$ cat config.mk
export PLATFORM = sky130hd
export DESIGN_NAME = pipe_ctrl_flat
export DESIGN_NICKNAME = d
export VERILOG_FILES = /design/src/rtl/pipe_ctrl_pkg.sv /design/src/rtl/pipe_ctrl_if.sv /design/src/rtl/pipe_ctrl_perf_cnt.sv /design/src/rtl/pipe_ctrl.sv /design/src/flat_wrapper.sv
export SDC_FILE = /design/constraint.sdc
export NUM_CORES = 1
export LEC_CHECK = 0
export CORE_MARGIN = 2
export CORE_UTILIZATION = 50
export CTS_CLUSTER_SIZE = 24
export DETAILED_ROUTE_END_ITERATION = 10
export HOLD_SLACK_MARGIN = 0.08
export PLACE_DENSITY_LB_ADDON = 0.15
export SYNTH_ARGS = -nofsm -noshare
export SYNTH_HDL_FRONTEND = slang
export SYNTH_SLANG_ARGS = --single-unit
export TNS_END_PERCENT = 5
$ cat constraint.sdc
create_clock -name clk -period 3.8 [get_ports clk]
set_input_delay 1.14 -clock clk [delete_from_list [all_inputs] [get_ports clk]]
set_output_delay 1.14 -clock clk [all_outputs]
set_load 0.05 [all_outputs]
$ cat src/rtl/pipe_ctrl_pkg.sv
`default_nettype none
// ============================================================================
// Module      : pipe_ctrl_pkg
// Description : Shared definitions for the pipeline sequencer. Holds the state
//               encodings, the per-stage control bundle, the bubble-select
//               constant and helpers that build the control bundle for each
//               operating case.
// Revision    : 1.0 - initial release
// ============================================================================
package pipe_ctrl_pkg;

  // Encodings are fixed so the pipeline registers and hazard unit can decode
  // the sequencer state directly.
  typedef enum logic [1:0] {
    ST_INIT  = 2'd0,
    ST_RUN   = 2'd1,
    ST_DWAIT = 2'd2,
    ST_HALT  = 2'd3
  } state_t;

  // Value of a *_flush strobe that makes a pipeline register load a bubble.
  localparam logic BUBBLE_SEL = 1'b1;

  typedef struct packed {
    logic pc_en;
    logic pc_redirect;
    logic ifid_en;
    logic idex_en;
    logic exmem_en;
    logic memwb_en;
    logic ifid_flush;
    logic idex_flush;
    logic memwb_flush;
  } ctrl_t;

  // Boot / in-reset: nothing loads, every register holds a bubble.
  localparam ctrl_t CTRL_BOOT = ctrl_t'(9'b0_0_0000_111);
  // Free-running pipeline: every stage advances, nothing flushed.
  localparam ctrl_t CTRL_PASS = ctrl_t'(9'b1_0_1111_000);
  // Halted: everything holds, no bubbles injected.
  localparam ctrl_t CTRL_HALT = ctrl_t'(9'b0_0_0000_000);

  // Data-memory wait: freeze the front of the pipe, keep retiring into WB
  // with a bubble so the stalled MEM instruction is not written back twice.
  function automatic ctrl_t ctrl_freeze();
    ctrl_t c;
    c             = CTRL_PASS;
    c.pc_en       = 1'b0;
    c.ifid_en     = 1'b0;
    c.idex_en     = 1'b0;
    c.exmem_en    = 1'b0;
    c.memwb_flush = BUBBLE_SEL;
    return c;
  endfunction

  // Normal operation, highest priority first.
  function automatic ctrl_t ctrl_run(input logic hz_stall,
                                     input logic ex_brtaken,
                                     input logic imem_ready,
                                     input logic mem_wait);
    ctrl_t c;
    c = CTRL_PASS;
    if (mem_wait) begin
      c = ctrl_freeze();
    end else if (ex_brtaken) begin
      c.pc_redirect = 1'b1;
      c.ifid_flush  = BUBBLE_SEL;
      c.idex_flush  = BUBBLE_SEL;
    end else if (hz_stall) begin
      c.pc_en      = 1'b0;
      c.ifid_en    = 1'b0;
      c.idex_flush = BUBBLE_SEL;
    end else if (!imem_ready) begin
      c.pc_en      = 1'b0;
      c.ifid_flush = BUBBLE_SEL;
    end
    return c;
  endfunction

endpackage
`default_nettype wire

$ cat src/rtl/pipe_ctrl_if.sv
`default_nettype none
// ============================================================================
// Module      : pipe_ctrl_if
// Description : Bundle between the pipeline sequencer and the core.
//               slave  - the sequencer (consumes hazard/memory status,
//                        produces enables, flushes, status and counters)
//               master - the core side driving the status inputs
// Revision    : 1.0 - initial release
// ============================================================================
interface pipe_ctrl_if #(
  parameter int CNT_W = 32
);
  // status into the sequencer
  logic             hz_stall;
  logic             ex_brtaken;
  logic             imem_ready;
  logic             mem_dreq;
  logic             dmem_ready;
  logic             wb_halt;
  // controls out of the sequencer
  logic             pc_en;
  logic             pc_redirect;
  logic             ifid_en;
  logic             idex_en;
  logic             exmem_en;
  logic             memwb_en;
  logic             ifid_flush;
  logic             idex_flush;
  logic             memwb_flush;
  logic             halted;
  logic             err_timeout;
  logic [CNT_W-1:0] cyc_cnt;
  logic [CNT_W-1:0] stall_cnt;

  modport master (
    output hz_stall, ex_brtaken, imem_ready, mem_dreq, dmem_ready, wb_halt,
    input  pc_en, pc_redirect, ifid_en, idex_en, exmem_en, memwb_en,
    input  ifid_flush, idex_flush, memwb_flush, halted, err_timeout,
    input  cyc_cnt, stall_cnt
  );

  modport slave (
    input  hz_stall, ex_brtaken, imem_ready, mem_dreq, dmem_ready, wb_halt,
    output pc_en, pc_redirect, ifid_en, idex_en, exmem_en, memwb_en,
    output ifid_flush, idex_flush, memwb_flush, halted, err_timeout,
    output cyc_cnt, stall_cnt
  );
endinterface
`default_nettype wire

$ cat src/rtl/pipe_ctrl_perf_cnt.sv
`default_nettype none
// ============================================================================
// Module      : perf_cnt
// Description : Free-running performance counter, wraps modulo 2^W.
// Ports       : clk   - clock
//               rst_n - synchronous active-low clear
//               inc   - count this cycle
//               cnt   - current count
// Revision    : 1.0 - initial release
// ============================================================================
module perf_cnt #(
  parameter int W = 32
) (
  input  logic         clk,
  input  logic         rst_n,
  input  logic         inc,
  output logic [W-1:0] cnt
);

  logic [W-1:0] r_cnt;

  always_ff @(posedge clk) begin
    if (!rst_n) begin
      r_cnt <= '0;
    end else if (inc) begin
      r_cnt <= r_cnt + W'(1);
    end
  end

  assign cnt = r_cnt;

endmodule
`default_nettype wire

$ cat src/rtl/pipe_ctrl.sv
`default_nettype none
// ============================================================================
// Module      : pipe_ctrl
// Description : Pipeline sequencer for the 5-stage core. Converts hazard,
//               branch, memory-ready and halt status into per-stage register
//               enables, bubble strobes and the PC redirect select. Owns the
//               boot flush, the dmem wait watchdog, halt state and the
//               cycle / stall performance counters.
// Ports       : clk   - clock, all state on rising edge
//               rst_n - synchronous active-low reset
//               bus   - pipe_ctrl_if.slave (status in, controls/counters out)
// Revision    : 1.0 - initial release
// ============================================================================
module pipe_ctrl
  import pipe_ctrl_pkg::*;
#(
  parameter int CNT_W     = 32,
  parameter int DWAIT_MAX = 255,
  parameter int DW_W      = 8
) (
  input  logic       clk,
  input  logic       rst_n,
  pipe_ctrl_if.slave bus
);

  state_t           r_state;
  state_t           w_next_state;
  logic [DW_W-1:0]  r_dwait_cnt;
  logic             r_err_timeout;
  ctrl_t            w_ctrl;
  logic             w_halted;
  logic             w_timeout;
  logic             w_active;
  logic             w_stall_inc;
  logic [CNT_W-1:0] w_cyc_cnt;
  logic [CNT_W-1:0] w_stall_cnt;

  always_comb begin
    w_ctrl       = CTRL_BOOT;
    w_halted     = 1'b0;
    w_timeout    = 1'b0;
    w_next_state = r_state;
    case (r_state)
      ST_INIT: begin
        w_next_state = ST_RUN;
      end
      ST_RUN: begin
        w_ctrl = ctrl_run(bus.hz_stall, bus.ex_brtaken, bus.imem_ready,
                          bus.mem_dreq && !bus.dmem_ready);
        if (bus.mem_dreq && !bus.dmem_ready) begin
          w_next_state = ST_DWAIT;
        end
      end
      ST_DWAIT: begin
        if (bus.dmem_ready) begin
          // Completion cycle: the frozen branch/stall inputs act now.
          w_ctrl       = ctrl_run(bus.hz_stall, bus.ex_brtaken, bus.imem_ready, 1'b0);
          w_next_state = ST_RUN;
        end else begin
          w_ctrl = ctrl_freeze();
          if (r_dwait_cnt == DW_W'(DWAIT_MAX - 1)) begin
            w_timeout    = !bus.wb_halt;
            w_next_state = ST_HALT;
          end
        end
      end
      default: begin
        w_ctrl   = CTRL_HALT;
        w_halted = 1'b1;
      end
    endcase

    // The retiring halt instruction still completes WB this cycle.
    if ((r_state == ST_RUN || r_state == ST_DWAIT) && bus.wb_halt) begin
      w_next_state = ST_HALT;
    end

    if (!rst_n) begin
      w_ctrl   = CTRL_BOOT;
      w_halted = 1'b0;
    end
  end

  always_ff @(posedge clk) begin
    if (!rst_n) begin
      r_state       <= ST_INIT;
      r_dwait_cnt   <= '0;
      r_err_timeout <= 1'b0;
    end else begin
      r_state <= w_next_state;
      // Count only consecutive DWAIT cycles; any exit restarts the watchdog.
      if (r_state == ST_DWAIT && w_next_state == ST_DWAIT) begin
        r_dwait_cnt <= r_dwait_cnt + DW_W'(1);
      end else begin
        r_dwait_cnt <= '0;
      end
      if (w_timeout) begin
        r_err_timeout <= 1'b1;
      end
    end
  end

  assign w_active    = rst_n && (r_state == ST_RUN || r_state == ST_DWAIT);
  assign w_stall_inc = w_active && !w_ctrl.pc_en && !w_ctrl.pc_redirect;

  perf_cnt #(.W(CNT_W)) u_cyc_cnt (
    .clk   (clk),
    .rst_n (rst_n),
    .inc   (w_active),
    .cnt   (w_cyc_cnt)
  );

  perf_cnt #(.W(CNT_W)) u_stall_cnt (
    .clk   (clk),
    .rst_n (rst_n),
    .inc   (w_stall_inc),
    .cnt   (w_stall_cnt)
  );

  assign bus.pc_en       = w_ctrl.pc_en;
  assign bus.pc_redirect = w_ctrl.pc_redirect;
  assign bus.ifid_en     = w_ctrl.ifid_en;
  assign bus.idex_en     = w_ctrl.idex_en;
  assign bus.exmem_en    = w_ctrl.exmem_en;
  assign bus.memwb_en    = w_ctrl.memwb_en;
  assign bus.ifid_flush  = w_ctrl.ifid_flush;
  assign bus.idex_flush  = w_ctrl.idex_flush;
  assign bus.memwb_flush = w_ctrl.memwb_flush;
  assign bus.halted      = w_halted;
  assign bus.err_timeout = r_err_timeout;
  assign bus.cyc_cnt     = w_cyc_cnt;
  assign bus.stall_cnt   = w_stall_cnt;

endmodule
`default_nettype wire
$ cat src/flat_wrapper.sv
// flat-port wrapper written by rule: the top's interface ports become plain ports
module pipe_ctrl_flat import pipe_ctrl_pkg::*;
#(
  parameter int CNT_W     = 32,
  parameter int DWAIT_MAX = 255,
  parameter int DW_W      = 8
)
  (clk, rst_n, bus_hz_stall, bus_ex_brtaken, bus_imem_ready, bus_mem_dreq, bus_dmem_ready, bus_wb_halt, bus_pc_en, bus_pc_redirect, bus_ifid_en, bus_idex_en, bus_exmem_en, bus_memwb_en, bus_ifid_flush, bus_idex_flush, bus_memwb_flush, bus_halted, bus_err_timeout, bus_cyc_cnt, bus_stall_cnt);
  pipe_ctrl_if #(.CNT_W(CNT_W)) bus_i ();
  input  logic clk;
  input  logic rst_n;
  input wire logic [$bits(bus_i.hz_stall)-1:0] bus_hz_stall;
  input wire logic [$bits(bus_i.ex_brtaken)-1:0] bus_ex_brtaken;
  input wire logic [$bits(bus_i.imem_ready)-1:0] bus_imem_ready;
  input wire logic [$bits(bus_i.mem_dreq)-1:0] bus_mem_dreq;
  input wire logic [$bits(bus_i.dmem_ready)-1:0] bus_dmem_ready;
  input wire logic [$bits(bus_i.wb_halt)-1:0] bus_wb_halt;
  output wire logic [$bits(bus_i.pc_en)-1:0] bus_pc_en;
  output wire logic [$bits(bus_i.pc_redirect)-1:0] bus_pc_redirect;
  output wire logic [$bits(bus_i.ifid_en)-1:0] bus_ifid_en;
  output wire logic [$bits(bus_i.idex_en)-1:0] bus_idex_en;
  output wire logic [$bits(bus_i.exmem_en)-1:0] bus_exmem_en;
  output wire logic [$bits(bus_i.memwb_en)-1:0] bus_memwb_en;
  output wire logic [$bits(bus_i.ifid_flush)-1:0] bus_ifid_flush;
  output wire logic [$bits(bus_i.idex_flush)-1:0] bus_idex_flush;
  output wire logic [$bits(bus_i.memwb_flush)-1:0] bus_memwb_flush;
  output wire logic [$bits(bus_i.halted)-1:0] bus_halted;
  output wire logic [$bits(bus_i.err_timeout)-1:0] bus_err_timeout;
  output wire logic [$bits(bus_i.cyc_cnt)-1:0] bus_cyc_cnt;
  output wire logic [$bits(bus_i.stall_cnt)-1:0] bus_stall_cnt;
  assign bus_i.hz_stall = bus_hz_stall;
  assign bus_i.ex_brtaken = bus_ex_brtaken;
  assign bus_i.imem_ready = bus_imem_ready;
  assign bus_i.mem_dreq = bus_mem_dreq;
  assign bus_i.dmem_ready = bus_dmem_ready;
  assign bus_i.wb_halt = bus_wb_halt;
  assign bus_pc_en = bus_i.pc_en;
  assign bus_pc_redirect = bus_i.pc_redirect;
  assign bus_ifid_en = bus_i.ifid_en;
  assign bus_idex_en = bus_i.idex_en;
  assign bus_exmem_en = bus_i.exmem_en;
  assign bus_memwb_en = bus_i.memwb_en;
  assign bus_ifid_flush = bus_i.ifid_flush;
  assign bus_idex_flush = bus_i.idex_flush;
  assign bus_memwb_flush = bus_i.memwb_flush;
  assign bus_halted = bus_i.halted;
  assign bus_err_timeout = bus_i.err_timeout;
  assign bus_cyc_cnt = bus_i.cyc_cnt;
  assign bus_stall_cnt = bus_i.stall_cnt;
  pipe_ctrl #(.CNT_W(CNT_W), .DWAIT_MAX(DWAIT_MAX), .DW_W(DW_W)) u_core (.clk(clk), .rst_n(rst_n), .bus(bus_i));
endmodule
==> flow_summary.yaml, run 1 <==
yosys:
  ys_seq_area_frac: 0.405
  synth_area_per_cell_um2: 8.35
  syn-cell-area_um2: 3710
  dominantRegCellSynth: "dfxtp_1"
  ys_seq_elements: 75
  yosysWarnings: 0
  synth_area_leaders: "dfxtp_1, xor2_1, nor2_1"
  synthDistinctLibCells: 47
  synth_top_area_share: 0.405
  synth_largest_area_cell: "dfxtp_1"
  synth_edf_count: 0
  async_flop_share: 0
  synthCells: 444
  synth_nets: 460
pwr:
  netSwitchingFraction: 0.320
  p_leak_nw: 1.79
  p_per_area_nw_per_um2: 429
  power.switching_mw: 0.685
  p_comb_frac: 0.280
  p_clk_frac: 0.326
  vdd_ir_drop_max_v: 0.000257
  intPower_mw: 1.45
  seqPwrFrac: 0.394
critical_path:
  crit_family: "buffers and inverters"
  slowest_stage: "clkdlybuf4s50_1"
  worstPathArrival_ns: 2.56
  cp_data_required_time_ns: 2.66
  crit_type: "in -> out"
  cp_max_fo: 4
  worst_setup_path_start_kind: "input pin"
  max_stage_delay_ns: 0.52
  crit_path_end_kind: "output pin"
  worst-path-buf-inv: 3
  crit_path_cell_trace: "clkdlybuf4s50_1 > o21ai_1 > a211o_1 > inv_1 > o21a_1 > buf_12"
global_route:
  grt_pass1_vias: 3171
  grt_start_max_net_pins: 57
  antenna_found_initial: 0
  grt_pass1_wl_um: 14800
  grt_usage: 0.221
  overflow: 0
min_path:
  min-delay-path-class: "reg -> reg"
floorplanning:
  pin_count: 83
  die_area_um2: 8120
  die_w_um: 90.1
  die_y_um: 90.1
  core_um2: 7210
  start_util: 0.514
  fp-row-count: 31
sta:
  finalClockSkew_ns: 0.0122
  setup_viol: 0
  slew_headroom: 0.558
  drv_slew: 0
  min_period_over_period: 0.974
  fmax_mhz: 270
  hold_violations: 0
  rsz0062_at_grt: "false"
  fin_tns_setup_ns: 0
  fin_crit_ns: 3.70
  worst_pin_slew_ns: 0.658
placed_design:
  port_buffers: 82
  routabilityCongestion: 0.829
  dp_hpwl_um: 6150
clocking:
  tritoncts: "done"
  root_buffer: "clkbuf_8"
  clkTransAtPathRegs_ns: 0.07
  ctsHtreeMaxLevel: 3
  clk_latency_ns: 0.34
  clock_sinks: 75
  clock_path_buffers: 2
  numCtsBuffers: 9
  cts_hold_buf: 0
final_layout:
  layout_commonest_cell: "dfxtp_1"
  n_antenna_cell: 0
  fin_nets: 546
  final_cell_mix: "dfxtp_1, clkdlybuf4s50_1, nor2_1"
  layout-drive-gt1-share: 0.0822
  synthToLayoutAreaGrowth_pct: 34.4
  utilization: 0.691
drt:
  wire_per_inst_um: 13.9
  drc: 0
  final_antenna_net_count: 0
  viasPerCell: 5.52
  routed_wl_um: 8820
  drt_iter0_drc: 157
  firstDrtPassIters: 5
  vias: 3499
status:
  status: "completed"
run:
  cap_violations: 0
final timing paths:
check | depth (start not counted) | start | to | slack [ns]
worst max-delay path | 6 | bus_dmem_ready | bus_ifid_en | 0.1
worst min-delay path | 1 | u_core.u_stall_cnt.cnt[31]$_SDFFE_PN0P_ | u_core.u_stall_cnt.cnt[31]$_SDFFE_PN0P_ | 0.47
worst max register to register | 9 | u_core.r_state[1]$_SDFF_PN0_ | u_core.u_stall_cnt.cnt[6]$_SDFFE_PN0P_ | 1.33
worst min register to register | 1 | u_core.u_stall_cnt.cnt[31]$_SDFFE_PN0P_ | u_core.u_stall_cnt.cnt[31]$_SDFFE_PN0P_ | 0.47
through the flow:
stage                     setup slack (ns)  cell area, um2  total power [mW]  std cells  hold slack [ns]
final                               0.0978            4980              2.14        634            0.473
after CTS                           0.0669            4980              2.16        634            0.479
after floorplan                      0.166            3710              1.22        444            0.453
after global routing                0.0276            4980              2.23        634            0.493
after detailed placement            0.0775            4760              1.46        618            0.460
after global placement               0.102            4760              1.45        618            0.445
cell families after synthesis:
family	synth area share
xor gates and xnor gates	0.0921
DFF	0.405
muxes	0.0189
adders and majority gates	0.0270
and+or+nand+nor	0.285
AOI/OAI and AO/OA	0.131
buffers and inverters	0.0418
flip-flops by register name, summed over array words and instances (netlist names):
| register | count |
|---|---|
| u_core.r_state | 2 |
| u_core.r_dwait_cnt | 8 |
| u_core.u_cyc_cnt.cnt | 32 |
| u_core.u_stall_cnt.cnt | 32 |
| u_core.bus.err_timeout | 1 |
cell type report:
cell class,count,area (um2)
repair buffers,94,1010
inverters,18,67.6
clock inverters,4,72.6
clock buffers,12,155
fillers,588,2230
multi-input cells,332,2050
flip-flops and latches,75,1500
well taps,99,124
Yosys cell counts, drive strengths merged, types with 2 or more instances:
| cell type | count |
|---|---|
| clkbuf | 6 |
| inv | 18 |
| nor4 | 4 |
| xnor2 | 15 |
| nand4 | 27 |
| a2111oi | 2 |
| buf | 13 |
| nand3 | 24 |
| nand2 | 34 |
| and4 | 7 |
| a21o | 3 |
| xor2 | 24 |
| ha | 8 |
| or3 | 13 |
| o211ai | 3 |
| mux2i | 7 |
| nor3b | 2 |
| and2 | 8 |
| nor3 | 2 |
| a21oi | 31 |
| nor2 | 54 |
| nand2b | 5 |
| or4 | 7 |
| and3 | 12 |
| o21ai | 17 |
| o31ai | 10 |
| a211oi | 2 |
| o21a | 2 |
| dfxtp | 75 |
per-layer routing:
layer	global-route usage	vias to the layer above	share of wire	wire, um
met2	0.346	84	0.46	4090
met4	0.0885	0	0.016	139
met3	0.0687	13	0.049	436
met1	0.282	1653	0.47	4150
li1	-	1749	-	-
met5	0	-	0	0
power groups by stage:
stage / registers, mW / clock network [mW] / logic (mW)
3_5_place_dp: 0.862 / 0 / 0.599
3_3_place_gp: 0.860 / 0 / 0.589
5_1_grt: 0.848 / 0.747 / 0.637
2_1_floorplan: 0.911 / 0 / 0.310
4_1_cts: 0.843 / 0.712 / 0.600
6_report: 0.844 / 0.697 / 0.598
timing repair:
item	CTS	global route
setup buffers	0	0
endpoints found under the hold margin	0	0
resized for setup	0	1
setup endpoints to repair	0	2
No activity file was read; power rests on OpenSTA's default activity.
==> run 2, diff against run 1 <==
Settings changed: GPL_TIMING_DRIVEN set to 0.
==> flow_summary.yaml, run 2 (synthesis results as in run 1) <==
status:
  status: "completed"
sta:
  setup_viol: 0
  fmax_mhz: 265
  drv_slew: 0
  worst_pin_slew_ns: 0.794
  finalWorstSetupSlack_ns: 0.0237
  slew_headroom: 0.466
  hold_violations: 0
  rsz0062_at_grt: "true"
  min_period_over_period: 0.994
  finalClockSkew_ns: 0.0102
  fin_crit_ns: 3.78
floorplanning:
  pin_count: 83
  core_um2: 7210
  die_y_um: 90.1
  die_area_um2: 8120
  start_util: 0.514
  die_w_um: 90.1
  fp-row-count: 31
placed_design:
  dp_slack_ns: -0.867
  port_buffers: 82
  place_inst: 625
  routabilityCongestion: 0.902
  dp_hpwl_um: 6620
  dpl-instance-area_um2: 4650
drt:
  firstDrtPassIters: 5
  drt_iter0_drc: 213
  routed_wl_um: 9430
  viasPerCell: 5.57
  vias: 3573
  drc: 0
  wire_per_inst_um: 14.7
  final_antenna_net_count: 0
critical_path:
  worstRegToRegCells: 8
  r2r_slack_ns: 1.07
  crit_path_end_kind: "output pin"
  cp_max_fo: 11
  crit_type: "in -> out"
  worst_r2r_startpoint: "u_core.r_state[0]$_SDFF_PN0_"
  worstPathArrival_ns: 2.64
  worst_setup_path_start_kind: "input pin"
  cp_data_required_time_ns: 2.66
  timing.rr.end: "u_core.u_cyc_cnt.cnt[31]$_SDFFE_PN0P_"
clocking:
  clock_path_buffers: 2
  clk_latency_ns: 0.35
  post-cts-setup-buffers: 0
  tritoncts: "done"
  root_buffer: "clkbuf_8"
  clkTransAtPathRegs_ns: 0.07
  numCtsBuffers: 9
  ctsHtreeMaxLevel: 3
  clock_sinks: 75
final_layout:
  synthToLayoutAreaGrowth_pct: 31.3
  n_antenna_cell: 0
  n_fill_cell: 630
  layout-drive-gt1-share: 0.0867
  ff_latch_area_um2: 1500
  multi_input_area_um2: 2050
  final_cell_area_um2: 4870
  fin_nets: 553
  final_cell_mix: "dfxtp_1, clkdlybuf4s50_1, nor2_1"
  fin_cells: 641
  layout_commonest_cell: "dfxtp_1"
run:
  cap_violations: 0
min_path:
  hold_end: "u_core.u_stall_cnt.cnt[31]$_SDFFE_PN0P_"
  min-delay-path-class: "reg -> reg"
  hold_depth: 1
  worstHoldStart: "u_core.u_stall_cnt.cnt[31]$_SDFFE_PN0P_"
pwr:
  p_leak_nw: 1.75
  vdd_ir_drop_max_v: 0.000222
  p_total_mw: 2.07
  p_per_area_nw_per_um2: 424
global_route:
  antenna_found_initial: 0
  grt_usage: 0.232
  grt_pass1_vias: 3288
  overflow: 0
  grt_pass1_wl_um: 15500
  grt_start_max_net_pins: 13
-- run 2: layout make-up --
class	instances	area share
Sequential cell	75	0.308
Clock inverter	5	0.0154
Inverter	18	0.0139
Buffer	19	0.0203
Multi-Input combinational cell	332	0.422
Timing Repair Buffer	82	0.164
Tap cell	99	0.0254
Clock buffer	11	0.0311
-- run 2: worst max path at each step --
stage,to,cells after the start,start,slack (ns)
6_report,bus_pc_redirect,7,rst_n,0.02
5_1_grt,bus_pc_redirect,7,rst_n,-0.02
4_1_cts,bus_halted,4,rst_n,0.02
3_5_place_dp,bus_pc_redirect,7,bus_dmem_ready,-0.87
3_3_place_gp,bus_pc_redirect,7,bus_dmem_ready,-0.86
2_1_floorplan,bus_pc_redirect,5,bus_mem_dreq,0.17
-- run 2: power by group --
group / total (mW) / leakage, nW / switching, mW / internal, mW
combinational: 0.520 / 1.03 / 0.355 / 0.165
clock: 0.702 / 0.119 / 0.300 / 0.403
sequential: 0.845 / 0.605 / 0.0347 / 0.810
-- run 2: stage by stage --
stage	util	hold WS (ns)	setup TNS, ns
after global routing	0.675	0.504	-0.0244
after CTS	0.677	0.476	0
after detailed placement	0.645	0.463	-6.03
after global placement	0.645	0.445	-6.07
after floorplan	-	0.453	0
final	0.675	0.474	0
-- run 2: timing repair --
action / in CTS / in global routing
resized for setup: 46 / 9
endpoints found under the setup margin: 10 / 8
pin swaps: 1 / 0
hold buffers: 0 / 0
-- run 2: layer usage --
metal | vias up | wire (um) | global-route usage
met1 | 1686 | 4420 | 0.306
met3 | 13 | 493 | 0.0604
met2 | 101 | 4380 | 0.370
met5 | - | 0 | 0
li1 | 1773 | - | -
met4 | 0 | 131 | 0.0795
-- run 2: critical path, cell delays in order --
cell	delay (ns)
clkdlybuf4s50_1	0.53
inv_2	0.07
a211o_1	0.31
inv_2	0.12
buf_8	0.15
and2_1	0.15
buf_6	0.16
==> run 3, diff against run 2 <==
Settings changed: TNS_END_PERCENT 5 to 50.
==> flow_summary.yaml, run 3 (synthesis results as in run 1) <==
placed_design:
  port_buffers: 82
  dpl-instance-area_um2: 4650
  dp_hpwl_um: 6620
  place_inst: 625
  routabilityCongestion: 0.902
floorplanning:
  die_area_um2: 8120
  die_y_um: 90.1
  die_w_um: 90.1
  start_util: 0.514
  core_um2: 7210
  fp-row-count: 31
  pin_count: 83
pwr:
  p_per_area_nw_per_um2: 425
  p_clk_frac: 0.339
  p_comb_frac: 0.254
  seqPwrFrac: 0.407
  netSwitchingFraction: 0.334
  vdd_ir_drop_max_v: 0.000222
  power.switching_mw: 0.694
  intPower_mw: 1.38
  p_leak_nw: 1.77
critical_path:
  cp_data_required_time_ns: 2.66
  crit_path_end_kind: "output pin"
  worstPathArrival_ns: 2.61
  worst_setup_path_start_kind: "input pin"
  crit_type: "in -> out"
  cp_max_fo: 8
global_route:
  grt_start_max_net_pins: 13
  grt_usage: 0.236
  grt_pass1_vias: 3319
  grt_pass1_wl_um: 15800
  busiest_layer: "met2"
  grt_use_met1: 0.312
  grt_use_met2: 0.377
  grt.met3_usage: 0.0578
  antenna_found_initial: 0
  overflow: 0
sta:
  rsz0062_at_grt: "true"
  hold-worst-slack_ns: 0.474
  finalClockSkew_ns: 0.0111
  min_period_over_period: 0.986
  drv_slew: 0
  hold_violations: 0
  worst_pin_slew_ns: 0.812
  fmax_mhz: 267
  fin_tns_setup_ns: 0
  fin_crit_ns: 3.75
  slew_headroom: 0.453
  setup_viol: 0
run:
  cap_violations: 0
final_layout:
  layout_commonest_cell: "dfxtp_1"
  fin_cells: 644
  layout-drive-gt1-share: 0.0899
  n_antenna_cell: 0
  final_cell_mix: "dfxtp_1, clkdlybuf4s50_1, nor2_1"
  fin_nets: 556
  final_cell_area_um2: 4880
  synthToLayoutAreaGrowth_pct: 31.7
drt:
  routed_wl_um: 9510
  drt_iter0_drc: 205
  vias: 3627
  wire_per_inst_um: 14.8
  firstDrtPassIters: 5
  final_antenna_net_count: 0
  viasPerCell: 5.63
  drc: 0
clocking:
  clock_path_buffers: 2
  tritoncts: "done"
  clock_sinks: 75
  clkTransAtPathRegs_ns: 0.07
  ctsHtreeMaxLevel: 3
  numCtsBuffers: 9
  root_buffer: "clkbuf_8"
  clk_latency_ns: 0.35
min_path:
  min-delay-path-class: "reg -> reg"
status:
  status: "completed"
==> run 3: power groups by stage <==
stage               combinational (mW)  sequential (mW)  clock [mW]
floorplan                        0.310            0.911           0
global placement                 0.508            0.859           0
detailed placement               0.517            0.862           0
CTS                              0.529            0.844       0.708
global route                     0.566            0.848       0.737
finish                           0.527            0.845       0.704
==> run 3: stage by stage <==
stage | util | power [mW] | setup WS [ns]
6_report | 0.677 | 2.08 | 0.0548
5_1_grt | 0.677 | 2.15 | -0.0168
4_1_cts | 0.680 | 2.08 | 0.0226
3_5_place_dp | 0.645 | 1.38 | -0.867
3_3_place_gp | 0.645 | 1.37 | -0.863
2_1_floorplan | - | 1.22 | 0.166
==> run 3: final timing paths <==
kind | start | end | slack (ns) | cells after the start
max reg2reg | u_core.r_state[0]$_SDFF_PN0_ | u_core.u_cyc_cnt.cnt[31]$_SDFFE_PN0P_ | 1.08 | 8
min | u_core.u_stall_cnt.cnt[31]$_SDFFE_PN0P_ | u_core.u_stall_cnt.cnt[31]$_SDFFE_PN0P_ | 0.47 | 1
max | rst_n | bus_pc_redirect | 0.05 | 7
min reg2reg | u_core.u_stall_cnt.cnt[31]$_SDFFE_PN0P_ | u_core.u_stall_cnt.cnt[31]$_SDFFE_PN0P_ | 0.47 | 1
==> run 3: final cells by class <==
cell class | instances | area (um2)
Clock inverter | 5 | 75.1
Inverter | 18 | 67.6
Timing Repair Buffer | 85 | 816
Buffer | 19 | 95.1
Multi-Input combinational cell | 332 | 2050
Clock buffer | 11 | 151
Tap cell | 99 | 124
Sequential cell | 75 | 1500
Fill cell | 627 | 2330
==> run 3: critical path: stages <==
cell,delay [ns]
clkdlybuf4s50_1,0.51
inv_1,0.10
a211o_1,0.30
inv_2,0.11
buf_6,0.14
and2_1,0.15
buf_6,0.16
==> run 3: timing repair <==
action / CTS / global route
pin swaps: 1 / 0
hold buffers: 0 / 0
endpoints found under the hold margin: 0 / 0
endpoints found under the setup margin: 10 / 5
buffers inserted: 3 / 0
gates resized for setup: 45 / 9
==> run 3: layer usage <==
layer	vias up	part of all wire
li1	1783	-
met1	1722	0.46
met4	0	0.012
met3	11	0.062
met5	-	0
met2	111	0.47
